--- src/rtl/cache_arb_pkg.sv ---
// Shared types for the cache fill arbiter.
// States, requester ids and default block geometry.
package cache_arb_pkg;

  localparam int WORDS_DEF      = 8;
  localparam int WORD_BYTES_DEF = 2;
  localparam int BLOCK_BYTES    = WORDS_DEF * WORD_BYTES_DEF;
  localparam int OFFSET_W       = $clog2(BLOCK_BYTES);

  typedef enum logic [2:0] {
    IDLE,
    FILL_I,
    FILL_D,
    DONE_I,
    DONE_D
  } arb_state_t;

  typedef enum logic {
    REQ_I,
    REQ_D
  } requester_t;

  function automatic requester_t state_req(arb_state_t s);
    return (s == FILL_D || s == DONE_D) ? REQ_D : REQ_I;
  endfunction

endpackage

--- src/rtl/fill_word_counter.sv ---
// Word counter for block fills: sync clear, increment, end flag.
// Ports: clk, rst, clr, inc in; count, last (count == LAST) out.
module fill_word_counter #(
  parameter int CW   = 3,
  parameter int LAST = 7
) (
  input  logic          clk,
  input  logic          rst,
  input  logic          clr,
  input  logic          inc,
  output logic [CW-1:0] count,
  output logic          last
);

  always_ff @(posedge clk) begin
    if (rst || clr)
      count <= '0;
    else if (inc)
      count <= count + CW'(1);
  end

  assign last = (count == CW'(LAST));

endmodule

--- src/rtl/cache_fill_arbiter.sv ---
// Arbitrates main memory between I/D-cache miss fills; D wins ties.
// In: clk, rst, i/d_miss(+addr), mem_data_valid, mem_data.
// Out: mem_en/addr, fill_data/word, i/d_fill_we, i/d_fill_done, i/d_busy.
module cache_fill_arbiter
  import cache_arb_pkg::*;
#(
  parameter int ADDR_W          = 16,
  parameter int DATA_W          = 16,
  parameter int WORDS_PER_BLOCK = WORDS_DEF,
  parameter int WORD_BYTES      = WORD_BYTES_DEF
) (
  input  logic                               clk,
  input  logic                               rst,
  input  logic                               i_miss,
  input  logic [ADDR_W-1:0]                  i_miss_addr,
  input  logic                               d_miss,
  input  logic [ADDR_W-1:0]                  d_miss_addr,
  output logic                               mem_en,
  output logic [ADDR_W-1:0]                  mem_addr,
  input  logic                               mem_data_valid,
  input  logic [DATA_W-1:0]                  mem_data,
  output logic [DATA_W-1:0]                  fill_data,
  output logic [$clog2(WORDS_PER_BLOCK)-1:0] fill_word,
  output logic                               i_fill_we,
  output logic                               d_fill_we,
  output logic                               i_fill_done,
  output logic                               d_fill_done,
  output logic                               i_busy,
  output logic                               d_busy
);

  localparam int WW = $clog2(WORDS_PER_BLOCK);
  localparam int OW = $clog2(WORDS_PER_BLOCK * WORD_BYTES);

  arb_state_t        state, state_nxt;
  requester_t        req;
  logic [ADDR_W-1:0] base;
  logic [ADDR_W-1:0] sel_addr;
  logic [WW:0]       issue_cnt;
  logic [WW-1:0]     recv_cnt;
  logic              issue_end;
  logic              recv_last;
  logic              in_fill;
  logic              issue_act;
  logic              recv_act;
  logic              leave_idle;

  assign in_fill    = (state == FILL_I) || (state == FILL_D);
  assign req        = state_req(state);
  assign issue_act  = in_fill && !issue_end;
  assign recv_act   = in_fill && mem_data_valid;
  assign leave_idle = (state == IDLE) && (i_miss || d_miss);
  assign sel_addr   = d_miss ? d_miss_addr : i_miss_addr;

  // Issue counter runs one past the last word so it can flag "all sent".
  fill_word_counter #(
    .CW   (WW + 1),
    .LAST (WORDS_PER_BLOCK)
  ) u_issue_cnt (
    .clk   (clk),
    .rst   (rst),
    .clr   (state == IDLE),
    .inc   (issue_act),
    .count (issue_cnt),
    .last  (issue_end)
  );

  fill_word_counter #(
    .CW   (WW),
    .LAST (WORDS_PER_BLOCK - 1)
  ) u_recv_cnt (
    .clk   (clk),
    .rst   (rst),
    .clr   (state == IDLE),
    .inc   (recv_act),
    .count (recv_cnt),
    .last  (recv_last)
  );

  always_ff @(posedge clk) begin
    if (rst)
      state <= IDLE;
    else
      state <= state_nxt;
  end

  always_ff @(posedge clk) begin
    if (rst)
      base <= '0;
    else if (leave_idle)
      base <= {sel_addr[ADDR_W-1:OW], {OW{1'b0}}};
  end

  always_comb begin
    state_nxt = state;
    unique case (state)
      IDLE: begin
        if (d_miss)
          state_nxt = FILL_D;
        else if (i_miss)
          state_nxt = FILL_I;
      end
      FILL_I: begin
        if (recv_act && recv_last)
          state_nxt = DONE_I;
      end
      FILL_D: begin
        if (recv_act && recv_last)
          state_nxt = DONE_D;
      end
      DONE_I,
      DONE_D:  state_nxt = IDLE;
      default: state_nxt = IDLE;
    endcase
  end

  assign mem_en   = issue_act;
  assign mem_addr = issue_act
    ? base + ADDR_W'(issue_cnt) * ADDR_W'(WORD_BYTES)
    : '0;

  // Return path is combinational so the cache writes in the arrival cycle.
  assign fill_data   = recv_act ? mem_data : '0;
  assign fill_word   = recv_act ? recv_cnt : '0;
  assign i_fill_we   = recv_act && (req == REQ_I);
  assign d_fill_we   = recv_act && (req == REQ_D);

  assign i_fill_done = (state == DONE_I);
  assign d_fill_done = (state == DONE_D);
  assign i_busy      = (state == FILL_I) || (state == DONE_I);
  assign d_busy      = (state == FILL_D) || (state == DONE_D);

endmodule
--- config.mk ---
export PLATFORM = sky130hd
export DESIGN_NAME = cache_fill_arbiter
export DESIGN_NICKNAME = d
export VERILOG_FILES = /design/src/rtl/cache_arb_pkg.sv /design/src/rtl/fill_word_counter.sv /design/src/rtl/cache_fill_arbiter.sv
export SDC_FILE = /design/constraint.sdc
export NUM_CORES = 1
export LEC_CHECK = 0
export CAP_MARGIN = 20
export CORE_AREA = 2 2 79 62
export DETAILED_ROUTE_END_ITERATION = 6
export DIE_AREA = 0 0 81 64
export GPL_TIMING_DRIVEN = 0
export PLACE_DENSITY = 0.81
export RECOVER_POWER = 100
export SYNTH_ARGS = -nofsm -noshare
export SYNTH_HDL_FRONTEND = slang
export SYNTH_SLANG_ARGS = --single-unit
--- constraint.sdc ---
create_clock -name clk -period 2.46 [get_ports clk]
set_input_delay 0.738 -clock clk [delete_from_list [all_inputs] [get_ports clk]]
set_output_delay 0.738 -clock clk [all_outputs]
set_load 0.02 [all_outputs]
==> impl_metrics.toml <==
[status]
outcome = "finished, violations left"
violations = "setup timing"

[timing]
tns_ns = -0.0286
final_max_slew_viol_count = 0
worst-slew-pin-transition_ns = 0.685
layout_worst_path_cycle_share_pct = 101
layout_setup_ws_ns = -0.0286
report.final.hold_viol_count = 0
finClkSkew_ns = 0.00381
max_freq_ghz = 0.402
setup_violations = 1
worst_slew_margin_rel_pct = 54.0
fin_crit_ns = 2.49
rsz_0062_raised_after_global_routing = "yes"

[detailed_routing]
met2RoutedLength_um = 2670
drcViolationCount = 0
routed_wire_length_per_instance_um = 15.1
highest_layer = "met4"
detail_route.wirelength_um = 5350
final_ant_viol_nets = 0
via_total_after_detailed_routing = 1909
dr.first_iter.drc_count = 135
vias_per_cell = 5.38
wl_met1_um = 2250
dr_wl_met3_um = 348
drtPass1Iterations = 4

[yosys]
fraction_of_the_yosys_area_taken_by_sequential_cells_pct = 27.3
synthesis.nets = 255
ys_ff_latch = 22
syn-mean-instance-area_um2 = 8.23
post_synth_instance_area_um2 = 1610
syn-instance-count = 196
netlist-cell-type-count = 37
synthesis.yosys.warnings = 0

[clock_tree]
clkLatencyLatePin_ns = 0.26
cts_root_buf = "sky130_fd_sc_hd__clkbuf_8"
clock_tree.htree_level_count = 1
postCtsHoldBufs = 0
cts_clock_pin_slew_for_the_worst_setup_and_hold_paths_ns = 0.08
clk_path_buf_depth = 2
tritoncts = "yes"
cts-buffers-inserted = 3
clkSinkCount = 22

[floorplanning]
initial_utilization_pct = 37.0
placementRows = 21
die-height_um = 64
core_region_area_um2 = 4360
die_area_um2 = 5180
io_pins = 95
floorplan.die.width_um = 81

[power]
powerDensity_nw_per_um2 = 441
vdd_drop_max_mv = 0.318
power_frac_comb_pct = 34.8
switching_power_w = 0.000369
power.switching_fraction_pct = 31.4
intPower_w = 0.000806
p_seq_share_pct = 36.3
pwr-share-clk_pct = 28.8
power_leakage_nw = 1.10

[layout]
antenna_cells = 0
commonest_non_fill_non_tap_cell_in_the_layout = "sky130_fd_sc_hd__clkdlybuf4s50_1"
drive_above_1_share_pct = 31.9
final_cell_count_no_fill = 355
layout_common_cells = "41 x sky130_fd_sc_hd__clkdlybuf4s50_1, 24 x sky130_fd_sc_hd__buf_4, 21 x sky130_fd_sc_hd__and2_1, 21 x sky130_fd_sc_hd__a21oi_1, 14 x sky130_fd_sc_hd__clkbuf_2"
area_delta_synth_final_pct = 65.2
num-nets-final = 358

[setup_path]
timing.critical_path.from_type = "flop"
required_time_worst_endpoint_ns = 1.72
timing_worst_setup_path_type = "flop to primary output"
critical_path_peak_fanout = 5
worstPathArrival_ns = 1.75
worstSetupEndpointType = "primary output"

[global_routing]
antenna_violations_before_repair = 0
grt_max_degree = 14
grt_pass1_wl_um = 8140
grt_usage_pct = 19.6
grt_pass1_vias = 1732
overflow = 0

[placement]
routabilityCongestion = 0.814
dp_hpwl_um = 3660
post-place-cells = 336
port_buffers = 83

[min_path]
hold_path_class = "flop to flop"

[run]
cap_violations = 0
==> state kept, by name, indices dropped and copies added, names as in the netlist <==
name / flops
state: 3
u_issue_cnt.count: 4
base: 12
u_recv_cnt.count: 3
==> cell families (layout without fill, tap and decap cells) <==
kind of cell | Yosys count | after routing | share of synthesized area [%]
adders and majority gates | 6 | 6 | 4.65
and+or+nand+nor | 73 | 73 | 28.8
buffers and inverters | 22 | 124 | 6.67
other | 1 | 1 | 0.233
xor gates and xnor gates | 6 | 6 | 4.19
muxes | 13 | 13 | 8.15
DFF | 22 | 22 | 27.3
AOI/OAI and AO/OA | 53 | 53 | 20.0
==> routing by layer <==
| metal | global-route usage, % | vias up |
|---|---|---|
| met5 | 0 | - |
| met1 | 25.1 | 879 |
| met3 | 3.67 | 12 |
| met4 | 4.87 | 0 |
| met2 | 33.7 | 93 |
| li1 | - | 925 |
==> critical path, cell delays in order, from the launching register on <==
cell                      delay [ns]
sky130_fd_sc_hd__dfxtp_4        0.37
sky130_fd_sc_hd__ha_4           0.18
sky130_fd_sc_hd__ha_4           0.16
sky130_fd_sc_hd__nand2_1        0.07
sky130_fd_sc_hd__or4_1          0.42
sky130_fd_sc_hd__a21oi_2        0.14
sky130_fd_sc_hd__buf_4          0.15
==> stage by stage <==
step	utilization, %	total power (W)	hold slack, ns	setup WS, ns	instance area [um^2]
floorplan	-	0.000624	0.460	0.0345	1610
global placement	57.7	0.000797	0.477	-1.17	2510
detailed placement	57.7	0.000806	0.483	-1.17	2510
CTS	60.6	0.00115	0.496	-0.0737	2650
global route	61.1	0.00123	0.514	-0.0618	2660
finish	61.1	0.00117	0.497	-0.0286	2660
==> timing repair <==
| item | in CTS | in global routing |
|---|---|---|
| pin swaps | 7 | 2 |
| buffers inserted | 6 | 8 |
| resized for setup | 168 | 40 |
| endpoints found under the setup margin | 40 | 39 |
| cloned | 0 | 1 |
==> cell usage after synthesis, drive strengths merged <==
master | number | area [um^2]
or4 | 5 | 37.5
nor3b | 2 | 15.0
or3 | 4 | 28.8
a211oi | 12 | 90.1
o31ai | 10 | 75.1
nand2 | 3 | 11.3
ha | 6 | 75.1
nor2b | 1 | 6.26
nand3b | 1 | 7.51
nand3 | 9 | 45.0
dfxtp | 22 | 440
clkbuf | 6 | 22.5
mux2i | 12 | 120
inv | 7 | 26.3
a21oi | 26 | 130
buf | 9 | 58.8
nor4 | 2 | 12.5
and3 | 1 | 6.26
nor3 | 5 | 47.5
xor2 | 3 | 33.8
xnor2 | 3 | 33.8
or2 | 2 | 12.5
and3b | 2 | 17.5
nand4 | 7 | 50.1
conb | 1 | 3.75
and2 | 23 | 144
o21ai | 4 | 20.0
nor2 | 6 | 22.5
a21boi | 1 | 7.51
mux2 | 1 | 11.3
==> final cells by class <==
cell class,count,area [um^2]
plain buffers,15,98.8
clock buffers,3,41.3
clock inverters,1,30.0
fillers,378,1700
inverters,7,26.3
multi-input cells,152,1150
flip-flops and latches,22,465
well taps,57,71.3
repair buffers,98,782
==> path summary, 6_finish.rpt <==
| kind | startpoint | end | slack, ns | cells past startpoint |
|---|---|---|---|---|
| setup / recovery | u_issue_cnt.count[3] | mem_addr[14] | -0.03 | 6 |
| hold / removal | u_issue_cnt.count[0] | u_issue_cnt.count[0] | 0.50 | 2 |
| setup reg to reg | state[1] | base[11] | 0.44 | 5 |
| hold reg to reg | u_issue_cnt.count[0] | u_issue_cnt.count[0] | 0.50 | 2 |
==> power by group through the flow <==
stage	registers, W	logic, W	clock network [W]
floorplan	0.000414	0.000210	0
global placement	0.000424	0.000374	0
detailed placement	0.000425	0.000381	0
CTS	0.000421	0.000389	0.000338
global route	0.000430	0.000440	0.000358
finish	0.000427	0.000409	0.000339
Note: power is estimated with default switching activity, not from simulation.
